File: src/rtl/ttt_turn_controller_pkg.sv
// Shared definitions for the tic-tac-toe turn controller: slot codes, FSM
// encodings and the eight winning lines.
package ttt_turn_controller_pkg;

  localparam int NUM_SLOTS = 9;
  localparam int NUM_LINES = 8;
  localparam int BOARD_W   = 2 * NUM_SLOTS;

  localparam logic [1:0] SLOT_EMPTY = 2'b00;
  localparam logic [1:0] SLOT_X     = 2'b01;
  localparam logic [1:0] SLOT_O     = 2'b10;

  localparam logic [3:0] MOVES_FULL = 4'd9;

  // state    | meaning
  // ST_PLAY  | waiting for the player on turn to step the cursor or place
  // ST_CHECK | one cycle: judge the board just written
  // ST_OVER  | game finished, board and winner frozen
  localparam logic [1:0] ST_PLAY  = 2'd0;
  localparam logic [1:0] ST_CHECK = 2'd1;
  localparam logic [1:0] ST_OVER  = 2'd2;

  // Slot triples: rows, columns, diagonals.
  localparam logic [3:0] WIN_LINES [NUM_LINES][3] = '{
    '{4'd0, 4'd1, 4'd2},
    '{4'd3, 4'd4, 4'd5},
    '{4'd6, 4'd7, 4'd8},
    '{4'd0, 4'd3, 4'd6},
    '{4'd1, 4'd4, 4'd7},
    '{4'd2, 4'd5, 4'd8},
    '{4'd0, 4'd4, 4'd8},
    '{4'd2, 4'd4, 4'd6}
  };

  function automatic logic [1:0] player_code(input logic player);
    return player ? SLOT_O : SLOT_X;
  endfunction

endpackage

File: src/rtl/ttt_turn_controller_win_detect.sv
// Combinational three-in-a-row detector for one player over the whole board.
module ttt_win_detect
  import ttt_turn_controller_pkg::*;
(
  input  logic [BOARD_W-1:0] board,
  input  logic               player,
  output logic               win
);

  logic [1:0]           slots [NUM_SLOTS];
  logic [1:0]           code;
  logic [NUM_LINES-1:0] line_hit;

  for (genvar i = 0; i < NUM_SLOTS; i++) begin : g_slot
    assign slots[i] = board[2*i+1:2*i];
  end

  always_comb begin
    code     = player_code(player);
    line_hit = '0;
    for (int l = 0; l < NUM_LINES; l++) begin
      line_hit[l] = (slots[WIN_LINES[l][0]] == code) &&
                    (slots[WIN_LINES[l][1]] == code) &&
                    (slots[WIN_LINES[l][2]] == code);
    end
  end

  assign win = |line_hit;

endmodule

File: src/rtl/ttt_turn_controller.sv
// Tic-tac-toe game sequencer: shared slot cursor, turn ownership, board
// register, placement accept/reject, win/draw judgement and turn timeout.
module ttt_turn_controller
  import ttt_turn_controller_pkg::*;
#(
  parameter logic [3:0]  START_SLOT     = 4'd8,
  parameter logic        FIRST_PLAYER   = 1'b0,
  parameter int unsigned TIMEOUT_CYCLES = 0,
  parameter int unsigned TO_W           = 24
) (
  input  logic               clk,
  input  logic               counter_reset,
  input  logic               new_game,
  input  logic [1:0]         next_btn,
  input  logic [1:0]         place_btn,
  output logic [3:0]         cursor,
  output logic               turn,
  output logic [BOARD_W-1:0] board,
  output logic               move_ack,
  output logic               move_nak,
  output logic               timeout,
  output logic               game_over,
  output logic [1:0]         winner
);

  localparam bit              TIMER_EN = (TIMEOUT_CYCLES != 0);
  localparam logic [TO_W-1:0] TO_LAST  =
    TO_W'((TIMEOUT_CYCLES != 0) ? (TIMEOUT_CYCLES - 1) : 0);

  logic [1:0]         state_q,     state_d;
  logic [3:0]         cursor_q,    cursor_d;
  logic               turn_q,      turn_d;
  logic [BOARD_W-1:0] board_q,     board_d;
  logic [3:0]         moves_q,     moves_d;
  logic [TO_W-1:0]    timer_q,     timer_d;
  logic [1:0]         winner_q,    winner_d;
  logic               game_over_q, game_over_d;
  logic               ack_q,       ack_d;
  logic               nak_q,       nak_d;
  logic               timeout_q,   timeout_d;
  logic [1:0]         next_q,      next_d;
  logic [1:0]         place_q,     place_d;

  logic [1:0]         next_edge, place_edge;
  logic               own_place, own_next, other_place;
  logic [1:0]         slots [NUM_SLOTS];
  logic [1:0]         cur_slot;
  logic [BOARD_W-1:0] board_placed;
  logic               place_ok;
  logic               timer_hit;
  logic               win;

  assign next_edge   = next_btn  & ~next_q;
  assign place_edge  = place_btn & ~place_q;
  assign own_place   = place_edge[turn_q];
  assign own_next    = next_edge[turn_q];
  assign other_place = place_edge[~turn_q];

  // Board seen as slots for the occupancy test, and a copy with the
  // cursor slot overwritten by the current player's mark.
  for (genvar i = 0; i < NUM_SLOTS; i++) begin : g_slot
    assign slots[i] = board_q[2*i+1:2*i];
    assign board_placed[2*i+1:2*i] =
      (cursor_q == 4'(i)) ? player_code(turn_q) : board_q[2*i+1:2*i];
  end

  assign cur_slot  = (cursor_q < 4'(NUM_SLOTS)) ? slots[cursor_q] : SLOT_O;
  assign place_ok  = (state_q == ST_PLAY) && own_place && (cur_slot == SLOT_EMPTY);
  assign timer_hit = TIMER_EN && (timer_q == TO_LAST);

  ttt_win_detect u_win_detect (
    .board  (board_q),
    .player (turn_q),
    .win    (win)
  );

  always_comb begin
    state_d     = state_q;
    cursor_d    = cursor_q;
    turn_d      = turn_q;
    board_d     = board_q;
    moves_d     = moves_q;
    timer_d     = timer_q;
    winner_d    = winner_q;
    game_over_d = game_over_q;
    ack_d       = 1'b0;
    nak_d       = 1'b0;
    timeout_d   = 1'b0;
    next_d      = next_btn;
    place_d     = place_btn;

    if (new_game) begin
      state_d     = ST_PLAY;
      cursor_d    = START_SLOT;
      turn_d      = FIRST_PLAYER;
      board_d     = '0;
      moves_d     = '0;
      timer_d     = '0;
      winner_d    = SLOT_EMPTY;
      game_over_d = 1'b0;
      next_d      = 2'b11;
      place_d     = 2'b11;
    end else begin
      case (state_q)
        ST_PLAY: begin
          if (place_ok) begin
            board_d = board_placed;
            moves_d = moves_q + 4'd1;
            ack_d   = 1'b1;
            timer_d = '0;
            state_d = ST_CHECK;
          end else begin
            if (own_place) begin
              nak_d = 1'b1;
            end else if (own_next) begin
              cursor_d = (cursor_q == 4'd0) ? START_SLOT : (cursor_q - 4'd1);
            end
            if (other_place) begin
              nak_d = 1'b1;
            end
            // Forfeit wins over a rejected placement in the same cycle.
            if (TIMER_EN) begin
              if (timer_hit) begin
                timeout_d = 1'b1;
                nak_d     = 1'b0;
                turn_d    = ~turn_q;
                cursor_d  = START_SLOT;
                timer_d   = '0;
              end else begin
                timer_d = timer_q + 1'b1;
              end
            end
          end
        end
        ST_CHECK: begin
          if (win) begin
            winner_d    = player_code(turn_q);
            game_over_d = 1'b1;
            state_d     = ST_OVER;
          end else if (moves_q == MOVES_FULL) begin
            winner_d    = SLOT_EMPTY;
            game_over_d = 1'b1;
            state_d     = ST_OVER;
          end else begin
            turn_d   = ~turn_q;
            cursor_d = START_SLOT;
            timer_d  = '0;
            state_d  = ST_PLAY;
          end
        end
        ST_OVER: begin
          state_d = ST_OVER;
        end
        default: begin
          state_d = ST_PLAY;
        end
      endcase
    end
  end

  always_ff @(posedge clk or posedge counter_reset) begin
    if (counter_reset) begin
      state_q     <= ST_PLAY;
      cursor_q    <= START_SLOT;
      turn_q      <= FIRST_PLAYER;
      board_q     <= '0;
      moves_q     <= '0;
      timer_q     <= '0;
      winner_q    <= SLOT_EMPTY;
      game_over_q <= 1'b0;
      ack_q       <= 1'b0;
      nak_q       <= 1'b0;
      timeout_q   <= 1'b0;
      next_q      <= 2'b11;
      place_q     <= 2'b11;
    end else begin
      state_q     <= state_d;
      cursor_q    <= cursor_d;
      turn_q      <= turn_d;
      board_q     <= board_d;
      moves_q     <= moves_d;
      timer_q     <= timer_d;
      winner_q    <= winner_d;
      game_over_q <= game_over_d;
      ack_q       <= ack_d;
      nak_q       <= nak_d;
      timeout_q   <= timeout_d;
      next_q      <= next_d;
      place_q     <= place_d;
    end
  end

  assign cursor    = cursor_q;
  assign turn      = turn_q;
  assign board     = board_q;
  assign move_ack  = ack_q;
  assign move_nak  = nak_q;
  assign timeout   = timeout_q;
  assign game_over = game_over_q;
  assign winner    = winner_q;

endmodule

File: config.mk
export PLATFORM = sky130hd
export DESIGN_NAME = ttt_turn_controller
export DESIGN_NICKNAME = d
export VERILOG_FILES = /design/src/rtl/ttt_turn_controller_pkg.sv /design/src/rtl/ttt_turn_controller_win_detect.sv /design/src/rtl/ttt_turn_controller.sv
export SDC_FILE = /design/constraint.sdc
export NUM_CORES = 1
export LEC_CHECK = 0
export BUFFER_PORTS_ARGS = -buffer_cell sky130_fd_sc_hd__buf_2
export CORE_MARGIN = 2
export CORE_UTILIZATION = 56
export DETAILED_ROUTE_END_ITERATION = 7
export GPL_ROUTABILITY_DRIVEN = 0
export PLACE_DENSITY = 0.79
export SLEW_MARGIN = 15
export SYNTH_ARGS = -nofsm -noshare
export SYNTH_HDL_FRONTEND = slang
export SYNTH_SLANG_ARGS = --single-unit
File: constraint.sdc
create_clock -name clk -period 2.65 [get_ports clk]
set_clock_uncertainty 0.1 [all_clocks]
set_input_delay 0.3975 -clock clk [delete_from_list [all_inputs] [get_ports clk]]
set_output_delay 0.3975 -clock clk [all_outputs]
set_load 0.02 [all_outputs]
# == After elaboration in Yosys (flattened, before gate mapping) ==
# Cells that the tools add are included.
# totals
reg_bits,38
input_bits,7
output_inout_bits,29
elab_cells,169
# op_classes
add_sub_neg,2
order_cmp,4
n_eq_ne,28
n_mux,61
bitwise,6
reduce_logical,49
# op_table
cell,count
2-to-1 mux 18 bit,3
2-to-1 mux 2 bit,23
2-to-1 mux 4 bit,10
AND reduction 3 bit,10
nonzero test 2 bit,12
2-to-1 mux 1 bit,22
equality test 2 bit,9
logical AND 1 bit,18
"!= test 3 bit, second input constant",6
"equality test 4 x 3 -> 1 bit, second input constant",4
binary-select mux 2 bit (select 4 bit),1
"equality test 4 x 2 -> 1 bit, second input constant",2
"equality test 4 bit, second input constant",2
case mux 4 bit (2 select lines),1
OR reduction 8 bit,1
case mux 2 bit (3 select lines),1
AND reduction 6 bit,1
nonzero test 3 bit,2
"greater-or-equal comparator 5 bit, second input constant",1
inverter 4 -> 5 bit,1
"adder 4 x 1 -> 4 bit, second input constant",1
AND 2 bit,2
"equality test 4 x 1 -> 1 bit, second input constant",1
zero test 2 bit,2
10 further kinds,14

# == Longest topological paths before layout ==
# Gate-level depths: netlist of run 1.
# depth
depth_word,10
ltp_mapped,8
ltp_nobuf,6

# == Hierarchy ==
# A second synthesis of run 1 with hierarchy kept.
# unflattened
cells_unflattened,226
hier_area_um2,2158.3
# modules_own_cells
module,instances,cells_per_inst,area_per_inst_um2,seq_area_each_um2
ttt_turn_controller,1,189,1906.8,957.2
ttt_win_detect,1,37,251.5,0.0

# == Worst setup path after synthesis of run 1 ==
# Ideal clock, no wire load.
# synth_path
path_kind,reg2reg
from,"register turn_q, in the netlist turn"
to,"register board_q[6], in the netlist board[6]"
setup_ns,0.072
t_arrival_ns,1.794
t_required_ns,2.478
setup_slack_ns,0.684
path_stages_with_launch,7
path_buffers,0
period_less_slack_ns,1.966
cell_sequence,dfrtp_1 -> or3b_4 -> a2111oi_4 -> nand2_2 -> nor3_2 -> a31oi_1 -> nor2_1
# synth_via
elab_chain_len,6
elab_cells_between_ends,11
classes_between,mux (7); reduce/logical (4)
# synth_rtl
item,line_no,text
"start, declared",ttt_turn_controller.sv:32,"logic turn_q, turn_d;"
"start signal, assigned",ttt_turn_controller.sv:179,turn_q <= turn_d;
2-to-1 mux 1 bit (implied by the code) (2 in a row),ttt_turn_controller.sv:55,assign own_place = place_edge[turn_q];
logical AND 1 bit (2 in a row),ttt_turn_controller.sv:68,assign place_ok = (state_q == ST_PLAY) && own_place && (cur_slot == SLOT_EMPTY);
nonzero test 2 bit (no source line),n/a,
AND reduction 3 bit (no source line),n/a,
"end signal, assigned",ttt_turn_controller.sv:180,board_q <= board_d;
"end, declared",ttt_turn_controller.sv:33,"logic [BOARD_W-1:0] board_q, board_d;"
# Several ways; a longest one is shown, not always the timed one. The select of a mux whose other input is x is not followed.
# A chain may end at the register's enable or synchronous reset.

# == Worst setup path after layout of run 1 ==
# layout_path
from,"register turn_q, in the netlist turn"
to,register state_q[1]
# layout_via
elab_chain_len,8
elab_cells_between_ends,35
classes_between,eq/ne (10); mux (6); reduce/logical (19)
# layout_rtl
item,line_no,text
2-to-1 mux 2 bit,ttt_turn_controller_pkg.sv:36,return player ? SLOT_O : SLOT_X;
equality test 2 bit (on tied branches),"ttt_turn_controller_win_detect.sv:22, ttt_turn_controller_win_detect.sv:23, ttt_turn_controller_win_detect.sv:24",
logical AND 1 bit,ttt_turn_controller_win_detect.sv:22,line_hit[l] = (slots[WIN_LINES[l][0]] == code) &&
logical AND 1 bit,ttt_turn_controller_win_detect.sv:23,(slots[WIN_LINES[l][1]] == code) &&
OR reduction 8 bit,ttt_turn_controller_win_detect.sv:28,assign win = |line_hit;
2-to-1 mux 2 bit,ttt_turn_controller.sv:136,if (win) begin
case mux 2 bit (3 select lines),ttt_turn_controller.sv:104,case (state_q)
2-to-1 mux 2 bit,ttt_turn_controller.sv:92,if (new_game) begin
"end signal, assigned",ttt_turn_controller.sv:177,state_q <= state_d;
"end, declared",ttt_turn_controller.sv:30,"logic [1:0] state_q, state_d;"
# Several ways; a longest one is shown, not always the timed one. The select of a mux whose other input is x is not followed.

==> run summary, run 1 <==
status -> finished clean
max_cap viols -> 0
largest net degree at the start of global routing -> 42
# port buffers -> 34
Final Slew Violations -> 0
share of cells above drive strength 1 -> 27.2%
ANT nets after route -> 0
reg2reg start -> turn$_DFFE_PP0P_
worst min-delay path class -> in -> async
FMAX -> 431 MHz
area leader, netlist -> dfrtp_1
Yosys cell types -> 52
Max stage delay on crit path -> 0.63 ns
via count -> 1870
RSZ-0062 raised after global routing -> no
Synth area leaders -> dfrtp_1, nor2_1, dfstp_2
synthesized area per cell -> 9.22 µm²
crit path max fanout -> 16
static leakage -> 1.10 nW
CP Launch Point -> turn$_DFFE_PP0P_
final setup TNS -> 0 ns
top cell type's share of synthesized area -> 37.8%
I/O pin total -> 36
Inst Count DP -> 312
Clock Latency Late Sink -> 0.30 ns
CTS tree -> yes
relative slew slack -> 54.1%
antenna cells -> 0
Pwr Density -> 474 nW/µm²
global-route wire length before repair -> 8450 µm
HPWL Detailed -> 3470 µm
Critical Path Source Type -> flip-flop
CTS resizes -> 0
Final Hold Viols -> 0
cts hold-fix bufs -> 0
Worst path slowest cell -> dfrtp_1
Post-Syn Nets -> 246
YS warnings -> 0
fin crit period -> 2.32 ns
Routed WL per cell -> 15.2 µm
Worst EP arrival -> 2.36 ns
row cnt -> 22
total wire length -> 4860 µm
Root Driver -> clkbuf_8
drt via density -> 5.84
clock sinks -> 38
worst-margin pin slew -> 0.688 ns
DIE WIDTH -> 66.5 µm
Seq/Total Area, Yosys -> 43.8%
DP Area -> 2390 µm²
Layout Cells excl Fill -> 320
Tcrit/Tclk final -> 87.6%
First-pass DRT Iterations -> 4
Worst Path Required -> 2.69 ns
TritonCTS Buffers -> 5
initial DRC count -> 175
die footprint -> 4420 µm²
vias in the first global route -> 1792
Critical Path Sink Type -> flip-flop
crit path kind -> reg -> reg
synthesis-stage register bit count -> 38
Synth Cell Area -> 2190 µm²
global-route total usage across every layer -> 25.4%
most frequent cells in the layout -> nor2_1, buf_2, dfrtp_1
Post-synth top flop -> dfrtp_1
Setup-failing EPs final -> 0
maximum VDD drop -> 0.273 mV
Worst Setup Slack, final -> 0.330 ns
nets -> 280
initial antenna violation count -> 0
placeable core area -> 3720 µm²
commonest non-fill, non-tap cell in the layout -> nor2_1
grt ovf -> 0
fin area -> 2480 µm²
Total Power -> 1.17 mW
clock buffer depth -> 2
Post-Syn Instances -> 237
Initial Utilization -> 58.8%
area delta synth->final -> 13.5%
number of flops mapped to enable cells by yosys -> 0
fillers -> 314
Layout Utilization -> 66.7%
Die Y -> 66.5 µm
crit-path cells -> buf_4 -> or3b_2 -> o22ai_1 -> o21ai_0 -> nand4_2 -> nor2_1 -> o22ai_1
clock-pin slew on the worst setup and hold paths -> 0.07 ns
Most common cell on crit path -> o22ai_1
WHS -> 0.0989 ns
ys async rst share -> 100%
DRC -> 0
Post-CTS Setup Bufs -> 0
Place WS -> 0.389 ns
htree depth -> 2
-- cell type report --
cell class / count / area (µm²) / share of cell area [%]
flip-flops and latches: 38 / 957 / 38.6
multi-input cells: 178 / 1130 / 45.6
repair buffers: 39 / 208 / 8.38
clock inverters: 1 / 5.00 / 0.202
clock buffers: 7 / 86.3 / 3.48
well taps: 48 / 60.1 / 2.42
inverters: 9 / 33.8 / 1.36
-- registers in the layout, indices dropped and copies added, names as in the netlist --
| signal | cells |
|---|---|
| moves_q | 4 |
| move_nak | 1 |
| board | 18 |
| next_q | 2 |
| turn | 1 |
| move_ack | 1 |
| winner | 2 |
| state_q | 2 |
| game_over | 1 |
| cursor | 4 |
| place_q | 2 |
-- critical path: cells and delay by family, from the launching register on --
| kind | cells | cell delay (ns) |
|---|---|---|
| AOI/OAI and AO/OA | 3 | 0.41 |
| DFF | 1 | 0.63 |
| and+or+nand+nor | 3 | 0.76 |
| buffers and inverters | 1 | 0.26 |
-- cells by family after synthesis --
logic type	Yosys count	share of synthesized area [%]
flip-flops	38	43.8
adder cells (fa/ha/maj)	2	1.14
AND/OR/NAND/NOR	108	26.6
other	1	0.172
multiplexers	4	3.55
AO/OA/AOI/OAI	61	19.5
buffers and inverters	21	4.52
XOR/XNOR	2	0.802
-- metal layers --
metal	wire length [µm]	up-vias	GRT usage [%]	share of wire, %
met5	0	-	0	0
met2	2280	39	37.0	47
met4	59	0	13.0	1.2
met3	203	5	5.07	4.2
met1	2320	918	35.9	48
li1	-	908	-	-
-- report_power, final --
part | total [mW] | switching [mW] | internal, mW
Combinational | 0.142 | 0.0897 | 0.0524
Clock | 0.415 | 0.205 | 0.210
Sequential | 0.618 | 0.0196 | 0.598
Total | 1.17 | 0.315 | 0.860
-- cell usage after synthesis, drive strengths merged (2+ instances only) --
cell type   n
mux4        2
nand4       2
o21ai       7
inv         9
nor2b       5
or3b        6
a31oi       6
xnor2       2
ha          2
or2         5
nand2b     11
buf         7
nand3b      5
a21oi      18
mux2i       2
nand3       4
dfstp       5
a211oi      3
nor3b       3
o22ai      15
a21o        2
dfrtp      33
clkbuf      5
or3         3
nor3        8
nor2       42
nand2      11
nor4        2
-- final timing paths --
| kind | to | slack [ns] | cells after the start |
|---|---|---|---|
| max in group asynchronous | cursor[3]$_DFFE_PP1P_ | 1.99 | 3 |
| max reg2reg | state_q[1]$_DFFE_PP0P_ | 0.33 | 7 |
| min | move_nak$_DFF_PP0_ | 0.1 | 3 |
| min in group clk | next_q[0]$_DFF_PP1_ | 0.20 | 2 |
| min reg2reg | game_over$_DFFE_PP0P_ | 0.43 | 2 |
| max | state_q[1]$_DFFE_PP0P_ | 0.33 | 7 |
No activity file was read; power rests on OpenSTA's default activity.
==> inputs of run 2 (changes only) <==
--- a/config.mk
+++ b/config.mk
@@ -6,6 +6,7 @@
 export NUM_CORES = 1
 export LEC_CHECK = 0
 export BUFFER_PORTS_ARGS = -buffer_cell sky130_fd_sc_hd__buf_2
+export CORE_ASPECT_RATIO = 1.2
 export CORE_MARGIN = 2
 export CORE_UTILIZATION = 56
 export DETAILED_ROUTE_END_ITERATION = 7
==> run 2 against run 1 <==
Cell count rose by 0.94%; die area about the same; first-iteration DRC count down 23%; combinational power shrank 5%; routed wire length grew 1.5%; sequential cell count did not move; fmax shrank 3.7%; register-to-register slack worse by 0.09 ns; global-route usage is 0.12 points lower; critical endpoint is now winner[1]$_DFFE_PP0P_; largest power group unchanged.
==> run summary, run 2 (synthesis results as in run 1) <==
TritonCTS Buffers -> 5 (unchanged)
Inst Count DP -> 315 (+0.96%)
RSZ-0062 raised after global routing -> no
clock buffer depth -> 2 (unchanged)
status -> finished clean
commonest non-fill, non-tap cell in the layout -> nor2_1
GR peak layer -> met2
worst r2r dst -> winner[1]$_DFFE_PP0P_
static leakage -> 1.09 nW (-0.74%)
placeable core area -> 3690 µm² (-0.61%)
Routed WL per cell -> 15.3 µm (+0.52%)
CTS tree -> yes
Critical Path Source Type -> flip-flop
largest net degree at the start of global routing -> 42 (unchanged)
share of cells above drive strength 1 -> 26.6% (-0.64 points)
met2 GRT Util -> 41.1% (+4.1 points)
reg2reg start -> turn$_DFFE_PP0P_
grt ovf -> 0 (unchanged)
ANT nets after route -> 0 (unchanged)
DRC -> 0 (unchanged)
FMAX -> 415 MHz (-3.7%)
Total Power -> 1.16 mW (-0.93%)
clock share of power -> 34.9% (-0.4 points)
Worst path slowest cell -> dfrtp_1
switching portion of total power -> 26.0% (-0.77 points)
HPWL Detailed -> 3600 µm (+3.9%)
maximum VDD drop -> 0.371 mV (+36%)
initial antenna violation count -> 0 (unchanged)
vias in the first global route -> 1894 (+5.7%)
# port buffers -> 34 (unchanged)
Clock Latency Late Sink -> 0.29 ns (about the same)
Final Slew Violations -> 0 (unchanged)
max FFs per register -> 18 (unchanged)
nets -> 279 (-0.36%)
sequential share of power -> 53.5% (+0.9 points)
Max stage delay on crit path -> 0.75 ns (+0.12 ns)
clock sinks -> 38 (unchanged)
Comb power frac -> 11.6% (-0.5 points)
Pwr Density -> 470 nW/µm² (-0.78%)
CTS resizes -> 0 (unchanged)
cts hold-fix bufs -> 0 (unchanged)
Critical Path Sink Type -> flip-flop
final setup TNS -> 0 ns (unchanged)
via count -> 1859 (-0.59%)
total wire length -> 4940 µm (+1.5%)
Internal -> 0.861 mW (+0.12%)
antenna cells -> 0 (unchanged)
Die Y -> 72.4 µm (+9.0%)
First-pass DRT Iterations -> 4 (unchanged)
most frequent cells in the layout -> nor2_1, buf_2, dfrtp_1
area delta synth->final -> 13.3%
die footprint -> 4420 µm² (about the same)
CP delay by family, top -> simple AND/OR/NAND/NOR gates
P_sw -> 0.303 mW (-3.8%)
clock-pin slew on the worst setup and hold paths -> 0.07 ns (about the same)
Final Hold Viols -> 0 (unchanged)
Post-CTS Setup Bufs -> 0 (unchanged)
Layout Cells excl Fill -> 323 (+0.94%)
Tcrit/Tclk final -> 90.9% (+3.4 points)
global-route total usage across every layer -> 25.3% (-0.12 points)
worst-margin pin slew -> 0.671 ns (-0.0177 ns)
I/O pin total -> 36 (unchanged)
crit path kind -> reg -> reg
R2R depth -> 6 (-1)
worst min-delay path class -> in -> async
Worst EP arrival -> 2.50 ns (+0.14 ns)
crit path max fanout -> 22 (+6)
Root Driver -> clkbuf_8
global-route wire length before repair -> 8400 µm (-0.57%)
DIE WIDTH -> 61.0 µm (-8.2%)
grt met3 use -> 5.88% (+0.81 points)
initial DRC count -> 135 (-23%)
Setup-failing EPs final -> 0 (unchanged)
row cnt -> 24 (+9.1%)
Worst Path Required -> 2.75 ns (+0.06 ns)
crit-path cells -> nor3b_1 -> nor2b_1 -> o311ai_2 -> nand4_2 -> or3b_1 -> a31oi_1
crit path buf inv count -> 0 (-1)
htree depth -> 2 (unchanged)
Initial Utilization -> 59.2% (+0.36 points)
max_cap viols -> 0 (unchanged)
relative slew slack -> 55.3% (+1.2 points)
fin crit period -> 2.41 ns (+0.0889 ns)
drt via density -> 5.76 (-1.5%)
Layout Utilization -> 67.0% (+0.31 points)
GR Util met1 -> 30.3% (-5.6 points)
reg2reg setup slack -> 0.24 ns (-0.09 ns)
==> run 2: cell count changes in the layout (fill, tap and decap cells not counted) <==
cell / delta
clkinv_2: -1
clkbuf_1: +1
buf_4: -1
==> run 2: final cells by class <==
type                    instances  area, µm²
clock buffers                   8       90.1
flip-flops and latches         38        957
inverters                       9       33.8
repair buffers                 38        200
well taps                      52       65.1
fillers                       319       1220
multi-input cells             178       1130
==> run 2: power by group through the flow <==
stage	clock (mW)	combinational, mW	sequential (mW)
final	0.406	0.135	0.622
after global routing	0.441	0.151	0.625
after CTS	0.417	0.137	0.622
after detailed placement	0	0.135	0.633
after global placement	0	0.134	0.633
after floorplan	0	0.0959	0.634
==> run 2: worst max-delay path by stage <==
stage	from	to	slack, ns	depth (start not counted)
after floorplan	turn$_DFFE_PP0P_	board[6]$_DFFE_PP0P_	0.68	6
after global placement	turn$_DFFE_PP0P_	board[7]$_DFFE_PP0P_	0.38	6
after detailed placement	turn$_DFFE_PP0P_	board[2]$_DFFE_PP0P_	0.33	6
after CTS	turn$_DFFE_PP0P_	winner[1]$_DFFE_PP0P_	0.25	6
after global routing	turn$_DFFE_PP0P_	winner[1]$_DFFE_PP0P_	0.05	6
final	turn$_DFFE_PP0P_	winner[1]$_DFFE_PP0P_	0.24	6
==> run 2: worst reg2reg max path: stages (launching register included) <==
cell and delay, ns:
dfrtp_1 0.75, nor3b_1 0.14, nor2b_1 0.18, o311ai_2 0.28
nand4_2 0.23, or3b_1 0.41, a31oi_1 0.23
==> run 2: metrics by stage <==
stage               hold slack, ns  area, µm²  setup slack, ns
finish                      0.0625       2480            0.241
global route                 0.110       2480           0.0549
CTS                         0.0862       2480            0.253
detailed placement           0.405       2390            0.327
global placement             0.382       2390            0.377
floorplan                    0.407       2190            0.684
==> run 2: routing by layer <==
layer  up-vias  share of wire (%)
li1        904                  -
met1       890                 41
met2        54                 52
met3        11                4.3
met4         0                2.7
met5         -                  0
==> inputs of run 3 (changes only) <==
--- a/config.mk
+++ b/config.mk
@@ -8,10 +8,11 @@
 export BUFFER_PORTS_ARGS = -buffer_cell sky130_fd_sc_hd__buf_2
 export CORE_ASPECT_RATIO = 1.2
 export CORE_MARGIN = 2
-export CORE_UTILIZATION = 56
+export CORE_UTILIZATION = 58
+export CTS_BUF_LIST = sky130_fd_sc_hd__clkbuf_8
 export DETAILED_ROUTE_END_ITERATION = 7
 export GPL_ROUTABILITY_DRIVEN = 0
-export PLACE_DENSITY = 0.79
+export PLACE_DENSITY = 0.82
 export SLEW_MARGIN = 15
 export SYNTH_ARGS = -nofsm -noshare
 export SYNTH_HDL_FRONTEND = slang
==> run 3 against run 2 <==
Total power hardly changed; clock power is 1% lower; setup slack worse by 0.030 ns; sequential cell count stayed put; combinational power is 6% higher; cell count is 0.62% higher; critical path type unchanged; core utilization is 1.6 points higher.
==> run summary, run 3 (synthesis results as in run 1) <==
status -> finished clean
crit-path cells -> or3b_2 -> o22ai_1 -> o21ai_0 -> nand4_2 -> nor2_1 -> o22ai_1
Initial Utilization -> 60.2% (+0.98 points)
# port buffers -> 34 (unchanged)
Final Hold Viols -> 0 (unchanged)
reg2reg start -> turn$_DFFE_PP0P_
share of cells above drive strength 1 -> 27.5% (+0.90 points)
CP Launch Point -> turn$_DFFE_PP0P_
crit path buf inv count -> 0 (unchanged)
antenna cells -> 0 (unchanged)
initial antenna violation count -> 0 (unchanged)
static leakage -> 1.11 nW (+1.5%)
Tcrit/Tclk final -> 92.0% (+1.1 points)
global-route total usage across every layer -> 26.7% (+1.4 points)
Worst Path Required -> 2.69 ns (-0.06 ns)
vias in the first global route -> 1922 (+1.5%)
Routed WL per cell -> 15.9 µm (+4.3%)
Clock Latency Late Sink -> 0.29 ns (about the same)
htree depth -> 2 (unchanged)
First-pass DRT Iterations -> 4 (unchanged)
FMAX -> 410 MHz (-1.2%)
Critical Path Sink Type -> flip-flop
max FFs per register -> 18 (unchanged)
area delta synth->final -> 14.0%
drt via density -> 5.95 (+3.3%)
DIE WIDTH -> 60.0 µm (-1.6%)
crit path kind -> reg -> reg
Post-CTS Setup Bufs -> 0 (unchanged)
worst min-delay path class -> in -> async
DP Area -> 2400 µm² (+0.63%)
I/O pin total -> 36 (unchanged)
clock sinks -> 38 (unchanged)
grt ovf -> 0 (unchanged)
Critical Path Source Type -> flip-flop
largest net degree at the start of global routing -> 42 (unchanged)
Max stage delay on crit path -> 0.74 ns (about the same)
crit path max fanout -> 21 (-4.5%)
global-route wire length before repair -> 8720 µm (+3.8%)
relative slew slack -> 55.1% (-0.19 points)
total wire length -> 5180 µm (+5.0%)
max_cap viols -> 0 (unchanged)
initial DRC count -> 141 (+4.4%)
ANT nets after route -> 0 (unchanged)
fin crit period -> 2.44 ns (+0.0301 ns)
Die Y -> 71.3 µm (-1.6%)
clock-pin slew on the worst setup and hold paths -> 0.07 ns (about the same)
commonest non-fill, non-tap cell in the layout -> nor2_1
Final Slew Violations -> 0 (unchanged)
TritonCTS Buffers -> 5 (unchanged)
Most common cell on crit path -> o22ai_1
die footprint -> 4280 µm² (-3.2%)
clock buffer depth -> 2 (unchanged)
Pwr Density -> 467 nW/µm² (-0.73%)
CTS resizes -> 0 (unchanged)
worst-margin pin slew -> 0.673 ns (+0.00284 ns)
RSZ-0062 raised after global routing -> no
Worst EP arrival -> 2.48 ns (-0.02 ns)
placeable core area -> 3630 µm² (-1.6%)
CTS tree -> yes
HPWL Detailed -> 3620 µm (+0.40%)
nets -> 281 (+0.72%)
CP delay by family, top -> simple AND/OR/NAND/NOR gates
via count -> 1933 (+4.0%)
Root Driver -> clkbuf_8
cts hold-fix bufs -> 0 (unchanged)
maximum VDD drop -> 0.300 mV (-19%)
most frequent cells in the layout -> nor2_1, buf_2, dfrtp_1
DRC -> 0 (unchanged)
final setup TNS -> 0 ns (unchanged)
row cnt -> 24 (unchanged)
fin area -> 2490 µm² (+0.66%)
Setup-failing EPs final -> 0 (unchanged)
Worst path slowest cell -> dfrtp_1
-- run 3: changes by cell type in the layout (fill, tap and decap cells not counted), sizes merged --
cell | before | now
inv | 9 | 10
clkbuf | 8 | 6
clkinv | 0 | 1
buf | 38 | 40
-- run 3: layout make-up --
type,instances,area (µm²)
Clock buffer,6,82.6
Clock inverter,2,8.76
Tap cell,52,65.1
Multi-Input combinational cell,178,1130
Timing Repair Buffer,40,215
Inverter,9,33.8
Fill cell,291,1140
Sequential cell,38,957
-- run 3: power by group --
part / leakage (nW) / total [mW] / internal [mW] / switching (mW)
Clock: 0.0524 / 0.401 / 0.206 / 0.195
Combinational: 0.546 / 0.143 / 0.0530 / 0.0896
Sequential: 0.510 / 0.619 / 0.598 / 0.0210
-- run 3: worst register-to-register path: stages (launching register included) --
cell and delay (ns):
dfrtp_1 0.74, or3b_2 0.28, o22ai_1 0.07, o21ai_0 0.28, nand4_2 0.23, nor2_1 0.44, o22ai_1 0.16
-- run 3: through the flow --
stage	total power [mW]	std cells	hold WS (ns)	setup slack (ns)	util (%)
2_1_floorplan	0.730	237	0.407	0.684	-
3_3_place_gp	0.767	317	0.417	0.359	66.1
3_5_place_dp	0.770	317	0.429	0.316	66.1
4_1_cts	1.17	325	0.127	0.302	68.6
5_1_grt	1.21	325	0.162	0.0612	68.6
6_report	1.16	325	0.105	0.211	68.6
-- run 3: worst paths after layout --
kind                                                to  slack (ns)  cells past startpoint
worst min register to register   game_over$_DFFE_PP0P_        0.44                      2
worst max-delay path            state_q[1]$_DFFE_PP0P_        0.21                      6
worst min-delay path             board[17]$_DFFE_PP0P_        0.11                      3
min in group clk                   next_q[1]$_DFF_PP1_        0.21                      2
worst max register to register  state_q[1]$_DFFE_PP0P_        0.21                      6
max in group asynchronous        cursor[3]$_DFFE_PP1P_        1.98                      3
-- run 3: routing by layer --
metal / up-vias / share of wire, % / global-route usage [%] / routed length (µm)
met1: 945 / 41 / 32.5 / 2130
li1: 913 / - / - / -
met5: - / 0 / 0 / 0
met2: 58 / 52 / 43.6 / 2700
met4: 0 / 3.3 / 13.3 / 170
met3: 17 / 3.5 / 6.14 / 179
